--- config.mk ---
export PLATFORM = sky130hd
export DESIGN_NAME = la_deglitch
export DESIGN_NICKNAME = d
export VERILOG_FILES = /design/src/rtl/la_stdlib_pkg.sv /design/src/rtl/la_sync.sv /design/src/rtl/la_deglitch.sv
export SDC_FILE = /design/constraint.sdc
export NUM_CORES = 1
export LEC_CHECK = 0
export ABC_AREA = 1
export CELL_PAD_IN_SITES_DETAIL_PLACEMENT = 1
export CELL_PAD_IN_SITES_GLOBAL_PLACEMENT = 2
export CORE_ASPECT_RATIO = 0.8
export CORE_UTILIZATION = 29
export DETAILED_ROUTE_END_ITERATION = 8
export GPL_TIMING_DRIVEN = 0
export MAX_ROUTING_LAYER = met4
export PLACE_DENSITY = 0.81
export REMOVE_ABC_BUFFERS = 1
export SETUP_SLACK_MARGIN = 0.02
export SLEW_MARGIN = 5
export SYNTH_ARGS = -nofsm -noshare
export SYNTH_HDL_FRONTEND = slang
export SYNTH_SLANG_ARGS = --single-unit
--- constraint.sdc ---
create_clock -name clk -period 1.55 [get_ports clk]
set_input_delay 0.2325 -clock clk [delete_from_list [all_inputs] [get_ports clk]]
set_output_delay 0.2325 -clock clk [all_outputs]
set_load 0.02 [all_outputs]
--- src/rtl/la_stdlib_pkg.sv ---
// rtl/la_stdlib_pkg.sv - shared encodings for the la_* standard-cell consumer blocks
//
// Purpose: filter FSM state encoding used by la_deglitch.
package la_stdlib_pkg;

  // STABLE: synchronised level agrees with z. PEND: a candidate change is being timed.
  typedef enum logic {
    LA_DG_STABLE = 1'b0,
    LA_DG_PEND   = 1'b1
  } la_dg_state_e;

endpackage

--- src/rtl/la_sync.sv ---
// rtl/la_sync.sv - generic asynchronous-reset synchroniser flop chain
//
// Purpose: brings an asynchronous level into the clk domain through STAGES flops.
// No filtering happens inside the chain.
// Ports:
//   clk    in  clock, rising edge
//   reset  in  asynchronous reset, active-high; chain loads RESET_VAL
//   in     in  asynchronous level
//   out    out level delayed by STAGES flops
module la_sync #(
  parameter string PROP      = "DEFAULT",
  parameter int    STAGES    = 2,
  parameter logic  RESET_VAL = 1'b0
) (
  input  logic clk,
  input  logic reset,
  input  logic in,
  output logic out
);

  logic [STAGES-1:0] chain_q;
  logic [STAGES-1:0] chain_d;

  assign chain_d = {chain_q[STAGES-2:0], in};
  assign out     = chain_q[STAGES-1];

  // Non-default property strings are reserved for technology-mapped synchroniser
  // cells; until one is mapped both branches use the behavioural chain.
  generate
    if (PROP == "DEFAULT") begin : g_default
      always_ff @(posedge clk or posedge reset) begin
        if (reset) begin
          chain_q <= {STAGES{RESET_VAL}};
        end else begin
          chain_q <= chain_d;
        end
      end
    end else begin : g_custom
      always_ff @(posedge clk or posedge reset) begin
        if (reset) begin
          chain_q <= {STAGES{RESET_VAL}};
        end else begin
          chain_q <= chain_d;
        end
      end
    end
  endgenerate

endmodule

--- src/rtl/la_deglitch.sv ---
// rtl/la_deglitch.sv - synchronise, deglitch and edge-event a raw gate output
//
// Purpose: registered consumer of a combinational gate output. The raw level is
// synchronised, changes shorter than thresh cycles are rejected, the clean level is
// presented on z, and each accepted transition is offered as a one-deep event.
// Ports:
//   clk        in  clock, rising edge
//   reset      in  asynchronous reset, active-high
//   in         in  raw level, asynchronous to clk
//   thresh     in  stable cycles required to accept a change (0 behaves as 1)
//   z          out filtered level
//   evt_valid  out edge event pending
//   evt_rise   out polarity of the pending event (1 = rising)
//   evt_ready  in  consumer accepts the event when evt_valid & evt_ready
//   evt_drop   out sticky: an edge was lost because the slot was full
//   drop_clr   in  synchronous clear of evt_drop (a same-cycle drop wins)
module la_deglitch
  import la_stdlib_pkg::*;
#(
  parameter string PROP      = "DEFAULT",
  parameter int    CW        = 4,
  parameter int    STAGES    = 2,
  parameter logic  RESET_VAL = 1'b0
) (
  input  logic          clk,
  input  logic          reset,
  input  logic          in,
  input  logic [CW-1:0] thresh,
  output logic          z,
  output logic          evt_valid,
  output logic          evt_rise,
  input  logic          evt_ready,
  output logic          evt_drop,
  input  logic          drop_clr
);

  localparam logic [CW-1:0] CNT_MAX = '1;

  logic          s;
  logic [CW-1:0] t_eff;

  la_dg_state_e  state_q, state_d;
  logic [CW-1:0] cnt_q, cnt_d;
  logic          z_q, z_d;
  logic          accept_edge;

  logic          evt_valid_q, evt_valid_d;
  logic          evt_rise_q, evt_rise_d;
  logic          evt_drop_q, evt_drop_d;
  logic          drop_set;

  la_sync #(
    .PROP      (PROP),
    .STAGES    (STAGES),
    .RESET_VAL (RESET_VAL)
  ) u_sync (
    .clk   (clk),
    .reset (reset),
    .in    (in),
    .out   (s)
  );

  assign t_eff = (thresh == '0) ? CW'(1) : thresh;

  // Filter FSM. thresh is compared live against cnt, so a lowered threshold
  // takes effect on the very next PEND cycle.
  always_comb begin
    state_d     = state_q;
    cnt_d       = cnt_q;
    z_d         = z_q;
    accept_edge = 1'b0;
    case (state_q)
      LA_DG_STABLE: begin
        if (s != z_q) begin
          state_d = LA_DG_PEND;
          cnt_d   = CW'(1);
        end else begin
          cnt_d   = '0;
        end
      end
      LA_DG_PEND: begin
        if (s == z_q) begin
          state_d = LA_DG_STABLE;
          cnt_d   = '0;
        end else if (cnt_q >= t_eff) begin
          state_d     = LA_DG_STABLE;
          cnt_d       = '0;
          z_d         = s;
          accept_edge = 1'b1;
        end else if (cnt_q != CNT_MAX) begin
          cnt_d = cnt_q + CW'(1);
        end
      end
      default: begin
        state_d = LA_DG_STABLE;
        cnt_d   = '0;
      end
    endcase
  end

  always_ff @(posedge clk or posedge reset) begin
    if (reset) begin
      state_q <= LA_DG_STABLE;
      cnt_q   <= '0;
      z_q     <= RESET_VAL;
    end else begin
      state_q <= state_d;
      cnt_q   <= cnt_d;
      z_q     <= z_d;
    end
  end

  // One-deep event slot. A consumed slot can be refilled in the same cycle;
  // an edge arriving at a full, stalled slot is lost and flagged instead.
  always_comb begin
    evt_valid_d = evt_valid_q;
    evt_rise_d  = evt_rise_q;
    drop_set    = 1'b0;
    if (accept_edge) begin
      if (!evt_valid_q || evt_ready) begin
        evt_valid_d = 1'b1;
        evt_rise_d  = z_d;
      end else begin
        drop_set    = 1'b1;
      end
    end else if (evt_valid_q && evt_ready) begin
      evt_valid_d = 1'b0;
    end
    evt_drop_d = drop_set | (evt_drop_q & ~drop_clr);
  end

  always_ff @(posedge clk or posedge reset) begin
    if (reset) begin
      evt_valid_q <= 1'b0;
      evt_rise_q  <= 1'b0;
      evt_drop_q  <= 1'b0;
    end else begin
      evt_valid_q <= evt_valid_d;
      evt_rise_q  <= evt_rise_d;
      evt_drop_q  <= evt_drop_d;
    end
  end

  assign z         = z_q;
  assign evt_valid = evt_valid_q;
  assign evt_rise  = evt_rise_q;
  assign evt_drop  = evt_drop_q;

endmodule

==> insert_results.sql, run 1 <==
INSERT INTO impl_metrics (metric_group, metric, value, unit) VALUES
('critical_path', 'critical_path_class', 'reg -> reg', ''),
('job', 'cap_viol_max_count', '0', ''),
('critical_path', 'timing.critical_path.required', '1.72', 'ns'),
('clock_network', 'clock_tree_from_tritoncts', 'yes', ''),
('synthesis', 'count_of_synthesis_stage_warnings_from_yosys', '0', ''),
('timing', 'final_max_tran_viols', '0', ''),
('timing', 'maximum_clock_rate', '0.685', 'GHz'),
('layout', 'fillCellCount', '249', ''),
('timing', 'min_hold_slack', '0.256', 'ns'),
('timing', 'max-slew-margin-rel', '0.698', ''),
('clock_network', 'bufs_on_longest_clock_path', '2', ''),
('power_and_ir_drop', 'leak_pwr', '0.478', 'nW'),
('grt', 'gr-usage-met2', '0.243', ''),
('synthesis', 'commonest_cells_in_the_synthesized_netlist', 'nand2_1 (17), inv_1 (14), dfrtp_1 (11)', ''),
('detailed_routing', 'ant_nets', '0', ''),
('floorplanning', 'die_height', '45.8', 'um'),
('floorplanning', 'io_pins', '13', ''),
('floorplanning', 'fp.dieArea', '0.00260', 'mm2'),
('synthesis', 'number_of_synthesized_register_bits', '11', ''),
('grt', 'groute.usage.overall', '0.144', ''),
('grt', 'grt_start_max_net_pins', '12', ''),
('synthesis', 'post_synthesis_async_set_or_reset_flop_share', '1.00', ''),
('synthesis', 'dominant_cell_by_count_in_the_synthesized_netlist', 'nand2_1', ''),
('critical_path', 'reg2reg_depth', '9', ''),
('timing', 'final-setup-viol-count', '0', ''),
('synthesis', 'synth_sequential_area_ratio', '0.395', ''),
('timing', 'setup_repair_after_global_routing_missed_its_margin', 'yes', ''),
('floorplanning', 'initial_utilization', '0.315', ''),
('grt', 'grt_use_met3', '0.0426', ''),
('critical_path', 'worstPathMaxFanout', '3', ''),
('synthesis', 'syn-mean-instance-area', '8.60', 'um2'),
('grt', 'grt_use_met1', '0.165', ''),
('synthesis', 'netlist.area_leader.share', '0.395', ''),
('synthesis', 'syn-cell-area', '697', 'um2'),
('timing', 'postLayoutSetupSlackWorst', '0.0897', 'ns'),
('floorplanning', 'die-width', '56.8', 'um'),
('grt', 'globalRouteOverflowTotal', '0', ''),
('detailed_routing', 'initialDrtViolationCount', '6', ''),
('synthesis', 'synth_edf_count', '0', ''),
('placement', 'gpl.final_weighted_congestion', '0.738', ''),
('min_path', 'min_path_type', 'in -> async', ''),
('critical_path', 'crit_path_end_kind', 'flop', ''),
('detailed_routing', 'route.vias.total', '586', ''),
('timing', 'fin_tns_setup', '0', 'ns'),
('detailed_routing', 'drt_pass1_iterations', '6', ''),
('clock_network', 'tritoncts_num_sinks', '11', ''),
('synthesis', 'yosys-top-cells-area', 'dfrtp_1 (39%), nand2_1 (9.2%), ha_1 (9.0%), inv_1 (7.5%), nand3_1 (4.3%)', ''),
('grt', 'first_pass_grt_wire_length', '2620', 'um'),
('layout', 'insertedDiodeCount', '0', ''),
('synthesis', 'netlist.top_cell.by_area', 'dfrtp_1', ''),
('timing', 'final.period_utilization', '0.942', ''),
('timing', 'hold_viol_final', '0', ''),
('power_and_ir_drop', 'irDropWorstVdd', '752', 'uV'),
('status', 'violated_checks', 'design-rule violations', ''),
('placement', 'place_hpwl', '1170', 'um'),
('synthesis', 'netlist_instances', '81', ''),
('detailed_routing', 'detail_route.drc_violations', '2', ''),
('layout', 'signed_area_change_from_the_synthesized_netlist_to_the_final_layout', '38.2', '%'),
('clock_network', 'holdBufCountCts', '0', ''),
('layout', 'number_of_nets_in_the_layout', '115', ''),
('placement', 'place_worst_setup_slack', '-0.488', 'ns'),
('floorplanning', 'placement_rows', '15', ''),
('critical_path', 'arrival', '1.63', 'ns'),
('critical_path', 'reg2reg_setup_slack', '0.09', 'ns'),
('critical_path', 'startpoint_type', 'flop', ''),
('grt', 'first_global_vias', '601', ''),
('status', 'status', 'complete, but fails checks', ''),
('clock_network', 'cts_buffers', '3', ''),
('critical_path', 'reg_to_reg_critical_path_startpoint', 'cnt_q[3]$_DFFE_PP0P_', ''),
('clock_network', 'clock_pin_slew_worst_setup_and_hold_paths', '0.08', 'ns'),
('detailed_routing', 'vias_per_cell', '4.69', '');
power by group:
| part | internal, mW | switching (mW) | total, mW |
|---|---|---|---|
| Combinational | 0.306 | 0.376 | 0.682 |
| Clock | 0.0956 | 0.113 | 0.208 |
| Sequential | 0.361 | 0.0806 | 0.442 |
| Total | 0.763 | 0.569 | 1.33 |
placed cells by master, fill, tap and decap left out, types with 2 or more instances in the layout:
cell type	synthesis	layout
nand3_1	6	6
clkbuf_4	0	3
ha_1	5	2
inv_2	2	7
nand2_1	17	13
dfrtp_2	0	2
ha_4	0	3
inv_1	14	9
dfrtp_1	11	9
nand2_2	2	5
dlygate4sd2_1	0	4
buf_4	0	3
nor2_1	5	5
nand4_1	2	2
clkdlybuf4s50_1	0	7
nand2_4	2	3
repair_timing:
action,in CTS,in global routing
setup endpoints to repair,7,6
gates resized for setup,14,8
pin swaps,3,6
buffers inserted,0,3
cell type report:
class,count,area (um2),area share
clock buffer,3,22.5,0.0234
clock inverter,1,5.00,0.00519
inverter,18,72.6,0.0753
multi-input combinational,52,414,0.430
sequential,11,278,0.288
tap,25,31.3,0.0325
timing repair buffer,15,140,0.145
flip-flops by register name, indices dropped and copies added, names as in the netlist:
name / count
z: 1
evt_drop: 1
cnt_q: 4
evt_rise: 1
state_q: 1
evt_valid: 1
u_sync.chain_q: 2
cells by family (layout without fill, tap and decap cells):
kind of cell,Yosys count,count (layout),synth area share
AND/OR/NAND/NOR,39,39,0.316
buffers and inverters,18,37,0.0987
flip-flops,11,11,0.395
AO/OA/AOI/OAI,8,8,0.101
adder cells (fa/ha/maj),5,5,0.0898
worst max-delay path by stage:
stage                               from                    to  slack, ns  cells after the start
CTS                          z$_DFF_PP0_                     z       0.02                      1
floorplan                      thresh[3]  cnt_q[1]$_DFFE_PP0P_       0.15                     11
global route        cnt_q[3]$_DFFE_PP0P_  evt_rise$_DFFE_PP0P_      0.003                      9
finish              cnt_q[3]$_DFFE_PP0P_  evt_rise$_DFFE_PP0P_       0.09                      9
detailed placement             thresh[3]  cnt_q[0]$_DFFE_PP0P_      -0.49                     13
global placement               thresh[3]  cnt_q[1]$_DFFE_PP0P_      -0.43                     12
routing by layer:
| metal | up-vias | wire length [um] |
|---|---|---|
| met5 | - | 0 |
| met4 | 0 | 19 |
| met3 | 2 | 57 |
| met2 | 10 | 754 |
| met1 | 276 | 733 |
| li1 | 298 | - |
worst max-delay path: stages (launching register included):
cell and delay (ns):
dfrtp_2 0.45, ha_4 0.26, nand2_1 0.06, clkinv_1 0.08, nand2_1 0.09, nand3_2 0.11, nand2_1 0.10, nand2_1 0.06
nand3_1 0.08, nand2_1 0.05
per-stage QoR:
stage	utilization	std cells
after CTS	0.413	122
final	0.435	125
after global placement	0.383	118
after detailed placement	0.383	118
after global routing	0.435	125
after floorplan	-	81
Power figures use the tool's default switching activity.
==> run 2, diff against run 1 <==
--- a/config.mk
+++ b/config.mk
@@ -9,11 +9,12 @@
 export CELL_PAD_IN_SITES_DETAIL_PLACEMENT = 1
 export CELL_PAD_IN_SITES_GLOBAL_PLACEMENT = 2
 export CORE_ASPECT_RATIO = 0.8
+export CORE_MARGIN = 10
 export CORE_UTILIZATION = 29
 export DETAILED_ROUTE_END_ITERATION = 8
 export GPL_TIMING_DRIVEN = 0
 export MAX_ROUTING_LAYER = met4
-export PLACE_DENSITY = 0.81
+export PLACE_DENSITY = 0.8
 export REMOVE_ABC_BUFFERS = 1
 export SETUP_SLACK_MARGIN = 0.02
 export SLEW_MARGIN = 5
==> run 2 against run 1 <==
The flow now finishes without violations. Via count decreased by 3.9%. Clock power fell by 4%. Largest cell class unchanged. Cell count unchanged. Power shrank 1.4%. Sequential power shrank 4.5%. Hold slack gained 0.0012 ns. Clock skew rose by 0.0015 ns.
==> insert_results.sql, run 2 (synthesis results as in run 1) <==
INSERT INTO impl_metrics (metric_group, metric, value, unit) VALUES
('critical_path', 'reg2reg_setup_slack', '0.09', 'ns'),
('floorplanning', 'io_pins', '13', ''),
('critical_path', 'crit_chain', 'clkdlybuf4s50_1', ''),
('floorplanning', 'initial_utilization', '0.315', ''),
('timing', 'fin_worst_skew', '0.00460', 'ns'),
('layout', 'post-route-util', '0.440', ''),
('critical_path', 'timing.critical_path.max_delay_family', 'buffers and inverters', ''),
('clock_network', 'clock_pin_slew_worst_setup_and_hold_paths', '0.08', 'ns'),
('timing', 'final_max_tran_viols', '0', ''),
('clock_network', 'tritoncts_num_sinks', '11', ''),
('critical_path', 'cp_slowest_cell', 'clkdlybuf4s50_1', ''),
('layout', 'most_common_cell_after_layout_fill_and_taps_aside', 'nand2_1', ''),
('grt', 'groute.usage.overall', '0.0709', ''),
('job', 'cap_viol_max_count', '0', ''),
('layout', 'max_flop_register', 'cnt_q', ''),
('detailed_routing', 'detail_route.wirelength', '1640', 'um'),
('layout', 'largest_register_ff_count', '4', ''),
('grt', 'first_global_vias', '584', ''),
('floorplanning', 'placement_rows', '15', ''),
('timing', 'setup_repair_after_global_routing_missed_its_margin', 'yes', ''),
('grt', 'globalRouteOverflowTotal', '0', ''),
('power_and_ir_drop', 'cell_pwr_density', '1350', 'mW/mm2'),
('critical_path', 'crit_path_end_kind', 'primary output', ''),
('clock_network', 'clock_tree_from_tritoncts', 'yes', ''),
('min_path', 'min_path_type', 'in -> async', ''),
('grt', 'initial_antenna_violation_count', '0', ''),
('layout', 'signed_area_change_from_the_synthesized_netlist_to_the_final_layout', '39.9', '%'),
('detailed_routing', 'initialDrtViolationCount', '12', ''),
('placement', 'placement.io_buffers', '12', ''),
('critical_path', 'reg2reg_depth', '9', ''),
('critical_path', 'critical_path_class', 'reg -> out', ''),
('placement', 'place_hpwl', '1280', 'um'),
('critical_path', 'reg_to_reg_critical_path_startpoint', 'cnt_q[3]$_DFFE_PP0P_', ''),
('floorplanning', 'core', '0.00221', 'mm2'),
('placement', 'gpl.final_weighted_congestion', '0.708', ''),
('detailed_routing', 'drt_pass1_iterations', '3', ''),
('critical_path', 'delay_contributed_by_the_slowest_stage_of_the_critical_path', '0.61', 'ns'),
('critical_path', 'timing.critical_path.buf_inv', '1', ''),
('timing', 'final-setup-viol-count', '0', ''),
('timing', 'final.period_utilization', '0.945', ''),
('timing', 'maximum_clock_rate', '0.683', 'GHz'),
('power_and_ir_drop', 'clockPowerShare', '0.152', ''),
('power_and_ir_drop', 'switching_share_of_power', '0.419', ''),
('detailed_routing', 'route.vias.total', '563', ''),
('layout', 'insertedDiodeCount', '0', ''),
('timing', 'hold_viol_final', '0', ''),
('critical_path', 'launching_element_of_the_worst_setup_path', 'evt_drop$_DFF_PP0_', ''),
('power_and_ir_drop', 'pwr-share-seq', '0.321', ''),
('grt', 'grt_start_max_net_pins', '12', ''),
('detailed_routing', 'drt-wirelength-per-cell', '13.1', 'um'),
('layout', 'drive_gt1_frac', '0.330', ''),
('power_and_ir_drop', 'cell_internal_pwr', '763', 'uW'),
('layout', 'layout.cells.most_common_list', 'nand2_1 (16), dfrtp_1 (11), inv_1 (9), inv_2 (7), clkdlybuf4s50_1 (7)', ''),
('grt', 'first_pass_grt_wire_length', '2490', 'um'),
('floorplanning', 'die-width', '74.8', 'um'),
('timing', 'fin_tns_setup', '0', 'ns'),
('layout', 'reg.largest.list', 'cnt_q x4, u_sync.chain_q x2', ''),
('status', 'status', 'finished clean', ''),
('clock_network', 'cts_buffers', '3', ''),
('clock_network', 'cts-root-buf', 'clkbuf_4', ''),
('detailed_routing', 'detail_route.drc_violations', '0', ''),
('clock_network', 'htree_levels', '1', ''),
('power_and_ir_drop', 'irDropWorstVdd', '478', 'uV'),
('clock_network', 'clk-insertion-delay-late', '0.27', 'ns'),
('power_and_ir_drop', 'leak_pwr', '0.481', 'nW'),
('clock_network', 'bufs_on_longest_clock_path', '2', ''),
('critical_path', 'r2r-end', 'evt_rise$_DFFE_PP0P_', ''),
('timing', 'layout_min_cycle_time', '1.46', 'ns'),
('timing', 'slew_at_the_pin_closest_to_its_max_slew_limit', '0.440', 'ns'),
('floorplanning', 'die_height', '63.8', 'um'),
('detailed_routing', 'vias_per_cell', '4.50', ''),
('critical_path', 'timing.critical_path.required', '1.32', 'ns'),
('detailed_routing', 'ant_nets', '0', ''),
('critical_path', 'worstPathMaxFanout', '2', ''),
('timing', 'max-slew-margin-rel', '0.706', ''),
('critical_path', 'startpoint_type', 'flop', ''),
('floorplanning', 'fp.dieArea', '0.00478', 'mm2'),
('layout', 'number_of_nets_in_the_layout', '115', ''),
('critical_path', 'arrival', '1.23', 'ns'),
('power_and_ir_drop', 'p_comb_frac', '0.527', ''),
('power_and_ir_drop', 'power_switching', '550', 'uW');
-- run 2: changes by cell type in the layout (fill, tap and decap cells not counted), moves of 2 or more --
| cell | previous run | this run |
|---|---|---|
| nand2_1 | 13 | 16 |
| nand3_2 | 1 | 3 |
| dfrtp_1 | 9 | 11 |
| nand2_2 | 5 | 1 |
| dfrtp_2 | 2 | 0 |
| nand3_1 | 6 | 4 |
-- run 2: worst max path at each step --
stage	end	depth (start not counted)
after floorplan	cnt_q[1]$_DFFE_PP0P_	11
after global placement	cnt_q[1]$_DFFE_PP0P_	12
after global routing	cnt_q[1]$_DFFE_PP0P_	10
final	evt_drop	1
after CTS	evt_rise$_DFFE_PP0P_	9
after detailed placement	cnt_q[0]$_DFFE_PP0P_	13
-- run 2: power groups by stage --
stage | Sequential [mW] | Clock (mW) | Combinational, mW
6_report | 0.422 | 0.200 | 0.692
4_1_cts | 0.423 | 0.210 | 0.654
5_1_grt | 0.435 | 0.217 | 0.776
3_3_place_gp | 0.432 | 0 | 0.558
2_1_floorplan | 0.456 | 0 | 0.376
3_5_place_dp | 0.434 | 0 | 0.574
-- run 2: layout make-up --
type,instances,area (um2)
multi-input combinational,52,429
clock buffer,4,26.3
timing repair buffer,15,140
sequential,11,275
inverter,18,72.6
tap,25,31.3
fill,277,1240
-- run 2: metrics by stage --
step | instance area, um2 | power [mW] | hold slack (ns) | worst slack (ns) | std cells
final | 975 | 1.31 | 0.257 | 0.0853 | 125
after global placement | 848 | 0.990 | 0.338 | -0.426 | 118
after global routing | 975 | 1.43 | 0.293 | -0.0399 | 125
after floorplan | 697 | 0.832 | 0.0849 | 0.149 | 81
after detailed placement | 848 | 1.01 | 0.336 | -0.475 | 118
after CTS | 922 | 1.29 | 0.267 | 0.0263 | 124
-- run 2: routing by layer --
metal  share of wire  GRT usage  routed length [um]  vias up
li1                -          -                   -      294
met1            0.45     0.0811                 747      259
met2            0.50      0.104                 825        8
met3           0.018     0.0154                  29        2
met4           0.024     0.0566                  40        0
met5               0          -                   0        -
-- run 2: what timing repair did --
item | in CTS | in global routing
endpoints found under the setup margin | 8 | 5
buffers inserted | 2 | 1
pin swaps | 5 | 8
hold buffers | 0 | 0
resized for setup | 13 | 9
==> run 3, diff against run 2 <==
--- a/config.mk
+++ b/config.mk
@@ -15,6 +15,7 @@
 export GPL_TIMING_DRIVEN = 0
 export MAX_ROUTING_LAYER = met4
 export PLACE_DENSITY = 0.8
+export RECOVER_POWER = 50
 export REMOVE_ABC_BUFFERS = 1
 export SETUP_SLACK_MARGIN = 0.02
 export SLEW_MARGIN = 5
==> run 3 against run 2 <==
Sequential share of layout area unchanged. Setup slack did not move. Via count stayed put. Final area unchanged. Global-route usage unchanged. Hold slack improved by 0.095 ns. Sequential power barely moved. Sequential cell count unchanged. Utilization unchanged. Clock skew unchanged. Fmax did not move. Die area unchanged.
==> insert_results.sql, run 3 (synthesis results as in run 1) <==
INSERT INTO impl_metrics (metric_group, metric, value, unit) VALUES
('grt', 'first_global_vias', '584', ''),
('layout', 'insertedDiodeCount', '0', ''),
('critical_path', 'worstPathMaxFanout', '2', ''),
('critical_path', 'timing.critical_path.required', '1.32', 'ns'),
('timing', 'fin_worst_skew', '0.00460', 'ns'),
('grt', 'grt_start_max_net_pins', '12', ''),
('clock_network', 'tritoncts_num_sinks', '11', ''),
('critical_path', 'arrival', '1.23', 'ns'),
('detailed_routing', 'initialDrtViolationCount', '12', ''),
('timing', 'final.period_utilization', '0.945', ''),
('detailed_routing', 'detail_route.drc_violations', '0', ''),
('critical_path', 'timing.critical_path.max_delay_family', 'buffers and inverters', ''),
('timing', 'setup_repair_after_global_routing_missed_its_margin', 'yes', ''),
('clock_network', 'clock_pin_slew_worst_setup_and_hold_paths', '0.08', 'ns'),
('critical_path', 'crit_chain', 'clkdlybuf4s50_1', ''),
('clock_network', 'holdBufCountCts', '0', ''),
('floorplanning', 'io_pins', '13', ''),
('status', 'status', 'finished clean', ''),
('detailed_routing', 'drt-wirelength-per-cell', '13.1', 'um'),
('clock_network', 'cts_buffers', '3', ''),
('timing', 'layout_min_cycle_time', '1.46', 'ns'),
('detailed_routing', 'drt_pass1_iterations', '3', ''),
('critical_path', 'cp_slowest_cell', 'clkdlybuf4s50_1', ''),
('critical_path', 'critical_path_class', 'reg -> out', ''),
('floorplanning', 'die_height', '63.8', 'um'),
('floorplanning', 'die-width', '74.8', 'um'),
('job', 'cap_viol_max_count', '0', ''),
('floorplanning', 'initial_utilization', '0.315', ''),
('timing', 'final_max_tran_viols', '0', ''),
('layout', 'signed_area_change_from_the_synthesized_netlist_to_the_final_layout', '39.9', '%'),
('power_and_ir_drop', 'leak_pwr', '0.481', 'nW'),
('layout', 'reg.largest.list', 'cnt_q x4, u_sync.chain_q x2', ''),
('grt', 'globalRouteOverflowTotal', '0', ''),
('placement', 'detailed_place.area', '848', 'um2'),
('timing', 'hold_viol_final', '0', ''),
('layout', 'layout.cells.most_common_list', 'nand2_1 (16), dfrtp_1 (11), inv_1 (9), inv_2 (7), clkdlybuf4s50_1 (5)', ''),
('placement', 'placement.io_buffers', '12', ''),
('detailed_routing', 'vias_per_cell', '4.50', ''),
('layout', 'most_common_cell_after_layout_fill_and_taps_aside', 'nand2_1', ''),
('clock_network', 'clk-insertion-delay-late', '0.27', 'ns'),
('clock_network', 'clock_tree_from_tritoncts', 'yes', ''),
('layout', 'fillCellCount', '277', ''),
('grt', 'initial_antenna_violation_count', '0', ''),
('timing', 'maximum_clock_rate', '0.683', 'GHz'),
('floorplanning', 'core', '0.00221', 'mm2'),
('layout', 'largest_register_ff_count', '4', ''),
('critical_path', 'timing.critical_path.buf_inv', '1', ''),
('timing', 'max-slew-margin-rel', '0.706', ''),
('grt', 'groute.usage.overall', '0.0709', ''),
('timing', 'final-setup-viol-count', '0', ''),
('critical_path', 'crit_path_end_kind', 'primary output', ''),
('floorplanning', 'placement_rows', '15', ''),
('layout', 'number_of_nets_in_the_layout', '115', ''),
('detailed_routing', 'detail_route.wirelength', '1640', 'um'),
('timing', 'postLayoutSetupSlackWorst', '0.0853', 'ns'),
('timing', 'slew_at_the_pin_closest_to_its_max_slew_limit', '0.440', 'ns'),
('layout', 'finalInstanceArea', '975', 'um2'),
('floorplanning', 'fp.dieArea', '0.00478', 'mm2'),
('detailed_routing', 'route.vias.total', '563', ''),
('critical_path', 'delay_contributed_by_the_slowest_stage_of_the_critical_path', '0.61', 'ns'),
('power_and_ir_drop', 'irDropWorstVdd', '478', 'uV'),
('layout', 'post-route-util', '0.440', ''),
('placement', 'place_hpwl', '1280', 'um'),
('min_path', 'min_path_type', 'reg -> reg', ''),
('layout', 'drive_gt1_frac', '0.330', ''),
('critical_path', 'startpoint_type', 'flop', ''),
('layout', 'max_flop_register', 'cnt_q', ''),
('placement', 'place_worst_setup_slack', '-0.475', 'ns'),
('detailed_routing', 'ant_nets', '0', ''),
('min_path', 'min_path_cells', '0', ''),
('critical_path', 'number_of_stages_on_the_worst_setup_path', '1', ''),
('placement', 'gpl.final_weighted_congestion', '0.708', ''),
('clock_network', 'htree_levels', '1', ''),
('power_and_ir_drop', 'cell_pwr_density', '1350', 'mW/mm2'),
('critical_path', 'reg2reg_depth', '9', ''),
('grt', 'first_pass_grt_wire_length', '2490', 'um'),
('clock_network', 'bufs_on_longest_clock_path', '2', ''),
('clock_network', 'cts-root-buf', 'clkbuf_4', '');
-- run 3: repair_timing --
action	4_1_cts	5_1_grt
pin swaps	5	8
gates cloned	0	0
endpoints found under the setup margin	8	5
resized for setup	13	9
setup buffers	2	1
-- run 3: through the flow --
| stage | total power [mW] | hold slack (ns) | std cells | TNS, ns |
|---|---|---|---|---|
| detailed placement | 1.01 | 0.336 | 118 | -3.21 |
| finish | 1.31 | 0.352 | 125 | 0 |
| global route | 1.43 | 0.373 | 125 | -0.0466 |
| CTS | 1.29 | 0.267 | 124 | 0 |
| floorplan | 0.832 | 0.0849 | 81 | 0 |
| global placement | 0.990 | 0.338 | 118 | -2.95 |
-- run 3: final cells by class --
class                   count  area [um2]  share of cell area
clock buffers               4        26.3              0.0270
inverters                  18        72.6              0.0745
multi-input cells          52         429               0.440
flip-flops and latches     11         275               0.282
well taps                  25        31.3              0.0321
repair buffers             15         140               0.144
-- run 3: path summary, 6_finish.rpt --
check / from / endpoint / slack (ns)
setup / recovery: evt_drop$_DFF_PP0_ / evt_drop / 0.09
hold / removal: u_sync.chain_q[0]$_DFF_PP0_ / u_sync.chain_q[1]$_DFF_PP0_ / 0.35
setup reg to reg: cnt_q[3]$_DFFE_PP0P_ / evt_rise$_DFFE_PP0P_ / 0.09
hold reg to reg: u_sync.chain_q[0]$_DFF_PP0_ / u_sync.chain_q[1]$_DFF_PP0_ / 0.35
max in group asynchronous: reset / cnt_q[3]$_DFFE_PP0P_ / 0.85
min in group asynchronous: reset / evt_valid$_DFFE_PP0P_ / 0.39
-- run 3: report_power, final --
part / leakage [nW] / internal (mW) / total (mW) / switching (mW)
clock: 0.0150 / 0.0996 / 0.200 / 0.100
sequential: 0.140 / 0.359 / 0.422 / 0.0626
combinational: 0.327 / 0.304 / 0.691 / 0.387
-- run 3: routing by layer --
metal / vias up / wire [um] / GRT usage
met2: 8 / 825 / 0.104
li1: 294 / - / -
met3: 2 / 29 / 0.0154
met4: 0 / 40 / 0.0566
met5: - / 0 / -
met1: 259 / 747 / 0.0811
